===== src/rtl/fifo_uart_tx_if.sv =====
// Handshake bundle between the sample FIFO read port, the UART transmitter and its status outputs.
// The master modport is the transmitter side; the slave modport is the FIFO/host side.
interface fifo_uart_tx_if;
    logic       tx_en;
    logic       fifo_empty;
    logic [7:0] fifo_q;
    logic       fifo_rdreq;
    logic       uart_tx;
    logic       busy;
    logic       byte_done;

    modport master (
        input  tx_en, fifo_empty, fifo_q,
        output fifo_rdreq, uart_tx, busy, byte_done
    );

    modport slave (
        output tx_en, fifo_empty, fifo_q,
        input  fifo_rdreq, uart_tx, busy, byte_done
    );
endinterface


===== src/rtl/fifo_uart_tx.sv =====
// Pops bytes from the AD sample FIFO and sends each one as an 8N1 UART frame, LSB first.
// Define UART_TX_PARITY_EN to add an even parity bit (8E1 frames).
module fifo_uart_tx #(
    parameter int CLK_FREQ = 50_000_000,
    parameter int BAUD     = 115200
) (
    input  logic           clk,
    input  logic           reset,
    fifo_uart_tx_if.master link
);
    localparam int BAUD_DIV = CLK_FREQ / BAUD;
    localparam int CNT_W    = (BAUD_DIV > 1) ? $clog2(BAUD_DIV) : 1;
    localparam logic [CNT_W-1:0] CNT_LAST = CNT_W'(BAUD_DIV - 1);
    localparam logic [CNT_W-1:0] CNT_ONE  = CNT_W'(1);

    localparam logic [2:0] S_IDLE   = 3'd0;
    localparam logic [2:0] S_READ   = 3'd1;
    localparam logic [2:0] S_LOAD   = 3'd2;
    localparam logic [2:0] S_START  = 3'd3;
    localparam logic [2:0] S_DATA   = 3'd4;
`ifdef UART_TX_PARITY_EN
    localparam logic [2:0] S_PARITY = 3'd5;
`endif
    localparam logic [2:0] S_STOP   = 3'd6;

    logic [2:0]       state, state_n;
    logic [CNT_W-1:0] baud_cnt, cnt_n;
    logic [2:0]       bit_idx, bit_idx_n;
    logic [7:0]       shreg, shreg_n;
    logic             bit_end;
    logic             tx_n;
    logic             parity_n;

`ifdef UART_TX_PARITY_EN
    logic parity_bit;

    always_ff @(posedge clk or posedge reset) begin
        if (reset)
            parity_bit <= 1'b0;
        else
            parity_bit <= parity_n;
    end
`endif

    always_comb begin
        state_n   = state;
        shreg_n   = shreg;
        bit_idx_n = bit_idx;
        bit_end   = (baud_cnt == CNT_LAST);
`ifdef UART_TX_PARITY_EN
        parity_n  = parity_bit;
`else
        parity_n  = 1'b0;
`endif

        case (state)
            S_IDLE: begin
                if (link.tx_en && !link.fifo_empty)
                    state_n = S_READ;
            end
            S_READ: begin
                state_n = S_LOAD;
            end
            S_LOAD: begin
                shreg_n   = link.fifo_q;
                bit_idx_n = 3'd0;
                parity_n  = ^link.fifo_q;
                state_n   = S_START;
            end
            S_START: begin
                if (bit_end)
                    state_n = S_DATA;
            end
            S_DATA: begin
                if (bit_end) begin
                    shreg_n   = {1'b0, shreg[7:1]};
                    bit_idx_n = bit_idx + 3'd1;
                    if (bit_idx == 3'd7) begin
`ifdef UART_TX_PARITY_EN
                        state_n = S_PARITY;
`else
                        state_n = S_STOP;
`endif
                    end
                end
            end
`ifdef UART_TX_PARITY_EN
            S_PARITY: begin
                if (bit_end)
                    state_n = S_STOP;
            end
`endif
            S_STOP: begin
                if (bit_end)
                    state_n = S_IDLE;
            end
            default: begin
                state_n = S_IDLE;
            end
        endcase

        // The bit timer only runs in the timed line states and restarts on every state change.
        if (state_n != state || bit_end || state < S_START)
            cnt_n = '0;
        else
            cnt_n = baud_cnt + CNT_ONE;

        case (state_n)
            S_START:  tx_n = 1'b0;
            S_DATA:   tx_n = shreg_n[0];
`ifdef UART_TX_PARITY_EN
            S_PARITY: tx_n = parity_n;
`endif
            default:  tx_n = 1'b1;
        endcase
    end

    // Outputs are registered from next-state values so they change on the same edge as the state.
    always_ff @(posedge clk or posedge reset) begin
        if (reset) begin
            state           <= S_IDLE;
            baud_cnt        <= '0;
            bit_idx         <= 3'd0;
            shreg           <= 8'h00;
            link.uart_tx    <= 1'b1;
            link.fifo_rdreq <= 1'b0;
            link.busy       <= 1'b0;
            link.byte_done  <= 1'b0;
        end else begin
            state           <= state_n;
            baud_cnt        <= cnt_n;
            bit_idx         <= bit_idx_n;
            shreg           <= shreg_n;
            link.uart_tx    <= tx_n;
            link.fifo_rdreq <= (state_n == S_READ);
            link.busy       <= (state_n != S_IDLE);
            link.byte_done  <= (state_n == S_STOP) && (cnt_n == CNT_LAST);
        end
    end
endmodule


===== src/flat_wrapper.sv =====
// flat-port wrapper written by rule: the top's interface ports become plain ports
module fifo_uart_tx_flat 
#(
    parameter int CLK_FREQ = 50_000_000,
    parameter int BAUD     = 115200
)
  (clk, reset, link_tx_en, link_fifo_empty, link_fifo_q, link_fifo_rdreq, link_uart_tx, link_busy, link_byte_done);
  fifo_uart_tx_if link_i ();
  input  logic clk;
  input  logic reset;
  input wire logic [$bits(link_i.tx_en)-1:0] link_tx_en;
  input wire logic [$bits(link_i.fifo_empty)-1:0] link_fifo_empty;
  input wire logic [$bits(link_i.fifo_q)-1:0] link_fifo_q;
  output wire logic [$bits(link_i.fifo_rdreq)-1:0] link_fifo_rdreq;
  output wire logic [$bits(link_i.uart_tx)-1:0] link_uart_tx;
  output wire logic [$bits(link_i.busy)-1:0] link_busy;
  output wire logic [$bits(link_i.byte_done)-1:0] link_byte_done;
  assign link_i.tx_en = link_tx_en;
  assign link_i.fifo_empty = link_fifo_empty;
  assign link_i.fifo_q = link_fifo_q;
  assign link_fifo_rdreq = link_i.fifo_rdreq;
  assign link_uart_tx = link_i.uart_tx;
  assign link_busy = link_i.busy;
  assign link_byte_done = link_i.byte_done;
  fifo_uart_tx #(.CLK_FREQ(CLK_FREQ), .BAUD(BAUD)) u_core (.clk(clk), .reset(reset), .link(link_i));
endmodule

===== config.mk =====
export PLATFORM = sky130hd
export DESIGN_NAME = fifo_uart_tx_flat
export DESIGN_NICKNAME = d
export VERILOG_FILES = /design/src/rtl/fifo_uart_tx_if.sv /design/src/rtl/fifo_uart_tx.sv /design/src/flat_wrapper.sv
export SDC_FILE = /design/constraint.sdc
export NUM_CORES = 1
export LEC_CHECK = 0
export CORE_UTILIZATION = 50
export CTS_CLUSTER_SIZE = 25
export DETAILED_ROUTE_END_ITERATION = 10
export PLACE_DENSITY = 0.72
export REMOVE_ABC_BUFFERS = 1
export SYNTH_ARGS = -nofsm -noshare
export SYNTH_HDL_FRONTEND = slang
export SYNTH_SLANG_ARGS = --single-unit

===== constraint.sdc =====
create_clock -name clk -period 2.7 [get_ports clk]
set_input_delay 0.405 -clock clk [delete_from_list [all_inputs] [get_ports clk]]
set_output_delay 0.405 -clock clk [all_outputs]
set_load 0.005 [all_outputs]

* Word-level counts from Yosys, hierarchy flattened
Index checks and enable logic that the tools add are counted.
** Word-level totals
- Input bits :: 12
- Output and inout port bits :: 4
- Bits in registers :: 27
- Logic and storage cells :: 47
** Cells by class
- Muxes and demuxes :: 12
- Add/subtract/negate cells :: 2
- Order comparisons :: 1
- Eq/ne operators :: 14
- Reduce and logical (&&, ||, !) cells :: 9
** Operator list (number)
- $eq 9x9->1 const B :: 2
- $mux 3 :: 6
- $pmux 3 s6 :: 1
- $pmux 8 s2 :: 1
- $eq 3x3->1 const B :: 5
- $add 9x1->9 const B :: 1
- $eq 3x2->1 const B :: 3
- $mux 9 :: 1
- $mux 8 :: 1
- $eq 3x1->1 const B :: 2
- $pmux 3 s2 :: 1
- $add 3x1->3 const B :: 1
- $logic_not 3->1 :: 1
- $lt 3x2->1 const B :: 1
- $ne 3x3->1 :: 1
- $reduce_bool 3->1 :: 1
- $logic_and 1x1->1 :: 2
- $logic_or 1x1->1 :: 2
- $ne 2x1->1 const B :: 1
- $pmux 1 s2 :: 1
- $reduce_and 2->1 :: 1
- $reduce_bool 2->1 :: 1
- $logic_not 1->1 :: 1

* Logic depth before layout (Yosys ltp)
- Depth after elaboration :: 10
- Depth in mapped cells :: 8
- Depth with buffers taken out :: 6

* Worst setup path before layout
OpenSTA, ideal clock, no wires.
- Kind :: register to register
- From :: register u_core.baud_cnt[0]
- To :: register u_core.link.byte_done
- Cell stages (with the launch flop) :: 8
- Path slack :: 1.097 ns
- Arrival time :: 1.535 ns
- Data required time :: 2.632 ns
- Buffers on the path :: 2
- Path through :: dfrtp_1 -> ha_1 -> and4bb_1 -> buf_6 -> a22o_1 -> buf_6 -> nor2_4 -> and4b_1
** On the way
- Longest elaborated chain between the ends :: 9
** RTL lines
- start: declaration :: line fifo_uart_tx.sv:27 : logic [CNT_W-1:0] baud_cnt, cnt_n;
- start signal: assignment :: line fifo_uart_tx.sv:131 : baud_cnt <= cnt_n;
- $eq 9x9->1 :: line fifo_uart_tx.sv:49 : bit_end = (baud_cnt == CNT_LAST);
- $mux 3 (on tied branches) :: line fifo_uart_tx.sv:94, fifo_uart_tx.sv:71, fifo_uart_tx.sv:75
- $pmux 3 s6 :: line fifo_uart_tx.sv:56 : case (state)
- $ne 3x3->1 :: line fifo_uart_tx.sv:103 : if (state_n != state || bit_end || state < S_START)
- $logic_or 1x1->1 (2 in a row) :: line fifo_uart_tx.sv:103
- $mux 9 (*) :: line fifo_uart_tx.sv:103
- via u_core.cnt_n[4] :: line fifo_uart_tx.sv:27
- $eq 9x9->1 (*) :: line fifo_uart_tx.sv:137 : link.byte_done <= (state_n == S_STOP) && (cnt_n == CNT_LAST);
- $logic_and 1x1->1 (*) :: line fifo_uart_tx.sv:137
- end signal: assignment :: line fifo_uart_tx.sv:137
- end: declaration :: line fifo_uart_tx_if.sv:14 : output fifo_rdreq, uart_tx, busy, byte_done
The timed path passes the listed nets; every way through them passes the cells marked *.
A chain may end at the register's enable or synchronous reset.

* Final worst setup path
- From :: register u_core.baud_cnt[0]
- To :: register u_core.link.byte_done
** On the way
- Longest elaborated chain between the ends :: 9
** RTL lines (line)
- $eq 9x9->1 :: fifo_uart_tx.sv:49
- $mux 3 (on tied branches) :: fifo_uart_tx.sv:94, fifo_uart_tx.sv:71, fifo_uart_tx.sv:75
- $pmux 3 s6 :: fifo_uart_tx.sv:56
- $ne 3x3->1 :: fifo_uart_tx.sv:103
- $logic_or 1x1->1 (2 in a row) :: fifo_uart_tx.sv:103
- $mux 9 :: fifo_uart_tx.sv:103
- $eq 9x9->1 :: fifo_uart_tx.sv:137
- $logic_and 1x1->1 (*) :: fifo_uart_tx.sv:137
Mark *: on every way between the ends. The rest lies on a longest branch, timed or not.

==> flow_metrics.env <==
export IMPL_finalWorstPathRequiredPeriod_ns=1.94
export IMPL_cellPowerDensity_nw_per_um2=608
export IMPL_critPathCaptureType="register"
export IMPL_critical_path_class="register to register"
export IMPL_drive_gt1_share_pct=9.62
export IMPL_route_detailed_vias_per_inst=5.61
export IMPL_layout_worst_path_cycle_share_pct=71.7
export IMPL_ctsResizeCount=0
export IMPL_worst_clock_skew_ns=0.00417
export IMPL_die_area_um2=3100
export IMPL_post_layout_net_count=173
export IMPL_drc_errors=0
export IMPL_detailedRoute_firstPassIterationCount=4
export IMPL_slew_headroom_pct=60.9
export IMPL_antenna_left=0
export IMPL_cts_root_buffer_cell="clkbuf_4"
export IMPL_number_of_buffers_created_by_cts=3
export IMPL_power_ir_vdd_worst_mv=0.372
export IMPL_yosysWarnings=0
export IMPL_cp_slowest_stage_delay_ns=0.49
export IMPL_clock_insertion_delay_worst_skew_ns=0.31
export IMPL_gp_congestion=0.783
export IMPL_grt_pass1_vias=1009
export IMPL_final_count_of_hold_timing_violations=0
export IMPL_track_usage_pct=17.5
export IMPL_area_growth_pct=11.6
export IMPL_start_util_pct=52.7
export IMPL_antenna_diode_count=0
export IMPL_timing_hold_worst_class="input port to asynchronous set/reset pin"
export IMPL_dp_hpwl_um=1810
export IMPL_setup_tns_final_ns=0
export IMPL_totalWireLength_um=2450
export IMPL_ys_seq_area_share_pct=47.0
export IMPL_mappedNetlistArea_um2=1440
export IMPL_die_w_um=55.7
export IMPL_worst_endpoint_required_ns=2.96
export IMPL_reg2regPathDepth=5
export IMPL_fin_hold_ws_ns=0.427
export IMPL_worstReg2RegStart="u_core.baud_cnt[0]"
export IMPL_timing_fmax_mhz=517
export IMPL_postSynthCellCount=143
export IMPL_p_leak_uw=0.000698
export IMPL_core_area_um2=2730
export IMPL_synth_enable_flop_cells=0
export IMPL_pin_count_of_the_biggest_net_entering_global_routing=28
export IMPL_finalSetupViolations=0
export IMPL_postSynth_topFlopCell="dfrtp_1"
export IMPL_cts_htree_levels=1
export IMPL_grt_setup_unrepaired="no"
export IMPL_slew_at_the_pin_with_the_worst_max_slew_slack_ns=0.584
export IMPL_clock_tree_buffer_depth=2
export IMPL_tritoncts_num_sinks=27
export IMPL_synth_seq_cells=27
export IMPL_cts_hold_fix_buffers=0
export IMPL_routedWlPerCell_um=13.1
export IMPL_place_port_buffers=15
export IMPL_grt_ovfl_total=0
export IMPL_ioPinCount=16
export IMPL_total_chip_power_uw=976
export IMPL_drtIter0Drc=24
export IMPL_result_of_the_run="completed"
export IMPL_path_cells="ha_1, and4bb_1, a41oi_1, a2111oi_1, and4b_1"
export IMPL_worstSetupStartpointType="register"
export IMPL_ys_async_sr_fraction_pct=100
export IMPL_maxCapViolations=0
export IMPL_antenna_violations_before_repair=0
export IMPL_fp_row_count=19
export IMPL_worstReg2RegEnd="u_core.link.byte_done"
export IMPL_routed_via_count=1050
export IMPL_most_frequent_cells_in_the_layout="dfrtp_1, nand2_1, clkdlybuf4s50_1, nor2_1, a22oi_1"
export IMPL_layout_commonest_cell="dfrtp_1"
export IMPL_regToRegSetupSlack_ns=0.76
export IMPL_yosysUniqueCellTypes=46
export IMPL_post_cts_buffers=0
export IMPL_cp_arrival_ns=2.19
export IMPL_slew_viol_final=0
export IMPL_floorplan_die_height_um=55.7
export IMPL_clkTransAtPathRegs_ns=0.14
export IMPL_critPathSlowestCell="dfrtp_1"
export IMPL_syn_avg_cell_area_um2=10.1
export IMPL_worst_path_max_fanout=10
export IMPL_clock_tree_from_tritoncts="done"
export IMPL_first_pass_grt_wire_length_um=4400
through the flow:
stage               instances  utilization [%]  instance area, um2  setup slack (ns)
finish                    187             58.8                1610             0.764
CTS                       187             58.8                1610             0.765
global route              187             58.8                1610             0.578
floorplan                 136                -                1380              1.05
global placement          183             57.8                1580             0.920
detailed placement        183             57.8                1580             0.796
critical path, delay by kind of cell, from the launching register on:
family                     cells  cell delay, ns
and+or+nand+nor                2            0.65
DFF                            1            0.49
AOI/OAI and AO/OA              2            0.58
adders and majority gates      1            0.18
layer usage:
metal	wire [um]	vias up	GRT usage, %
li1	-	537	-
met1	1270	498	24.8
met2	1120	13	28.1
met3	49	2	2.09
met4	16	0	5.36
met5	0	-	0
synth_stat cells, drive strengths merged, types with 3 or more instances:
master	count	share of area, %
nand3	4	1.4
nor3	3	1.0
nand2	24	6.3
a21oi	5	1.7
nor2	11	3.4
a22oi	7	3.6
o21ai	5	1.7
buf	7	3.9
xor2	5	3.0
ha	4	3.5
dfrtp	26	45
worst max path at each step:
stage / from / to / slack, ns / cells after the start
after detailed placement: u_core.baud_cnt[1] / u_core.link.byte_done / 0.80 / 6
after CTS: u_core.baud_cnt[0] / u_core.link.byte_done / 0.77 / 5
after global routing: u_core.state[2] / u_core.link.uart_tx / 0.58 / 4
final: u_core.baud_cnt[0] / u_core.link.byte_done / 0.76 / 5
after floorplan: u_core.baud_cnt[1] / u_core.link.uart_tx / 1.05 / 6
after global placement: u_core.baud_cnt[1] / u_core.link.uart_tx / 0.92 / 6
where the power goes:
| part | total [uW] | switching, uW | internal (uW) |
|---|---|---|---|
| registers | 582 | 95.1 | 487 |
| logic | 229 | 111 | 118 |
| clock network | 166 | 108 | 57.6 |
cell type report:
class | instances | area [um2]
multi-input cells | 107 | 699
clock buffers | 4 | 26.3
repair buffers | 16 | 158
well taps | 31 | 38.8
flip-flops and latches | 27 | 677
inverters | 2 | 7.51
fillers | 225 | 1130
state kept, by name, summed over array words and instances, names as in the netlist:
register                count
u_core.link.busy            1
u_core.link.uart_tx         1
u_core.bit_idx              3
u_core.shreg                8
u_core.link.byte_done       1
u_core.baud_cnt             9
u_core.state                3
u_core.link.fifo_rdreq      1
cell families (layout without fill, tap and decap cells):
kind of cell,count (synthesis),after routing,synth area share (%)
xor+xnor,7,7,4.26
buf+inv,9,22,4.43
compound gates,28,28,13.8
flops,27,27,47.0
mux,2,2,1.56
simple gates,65,65,24.7
fa+ha+maj,5,5,4.26
Note: power is estimated with default switching activity, not from simulation.
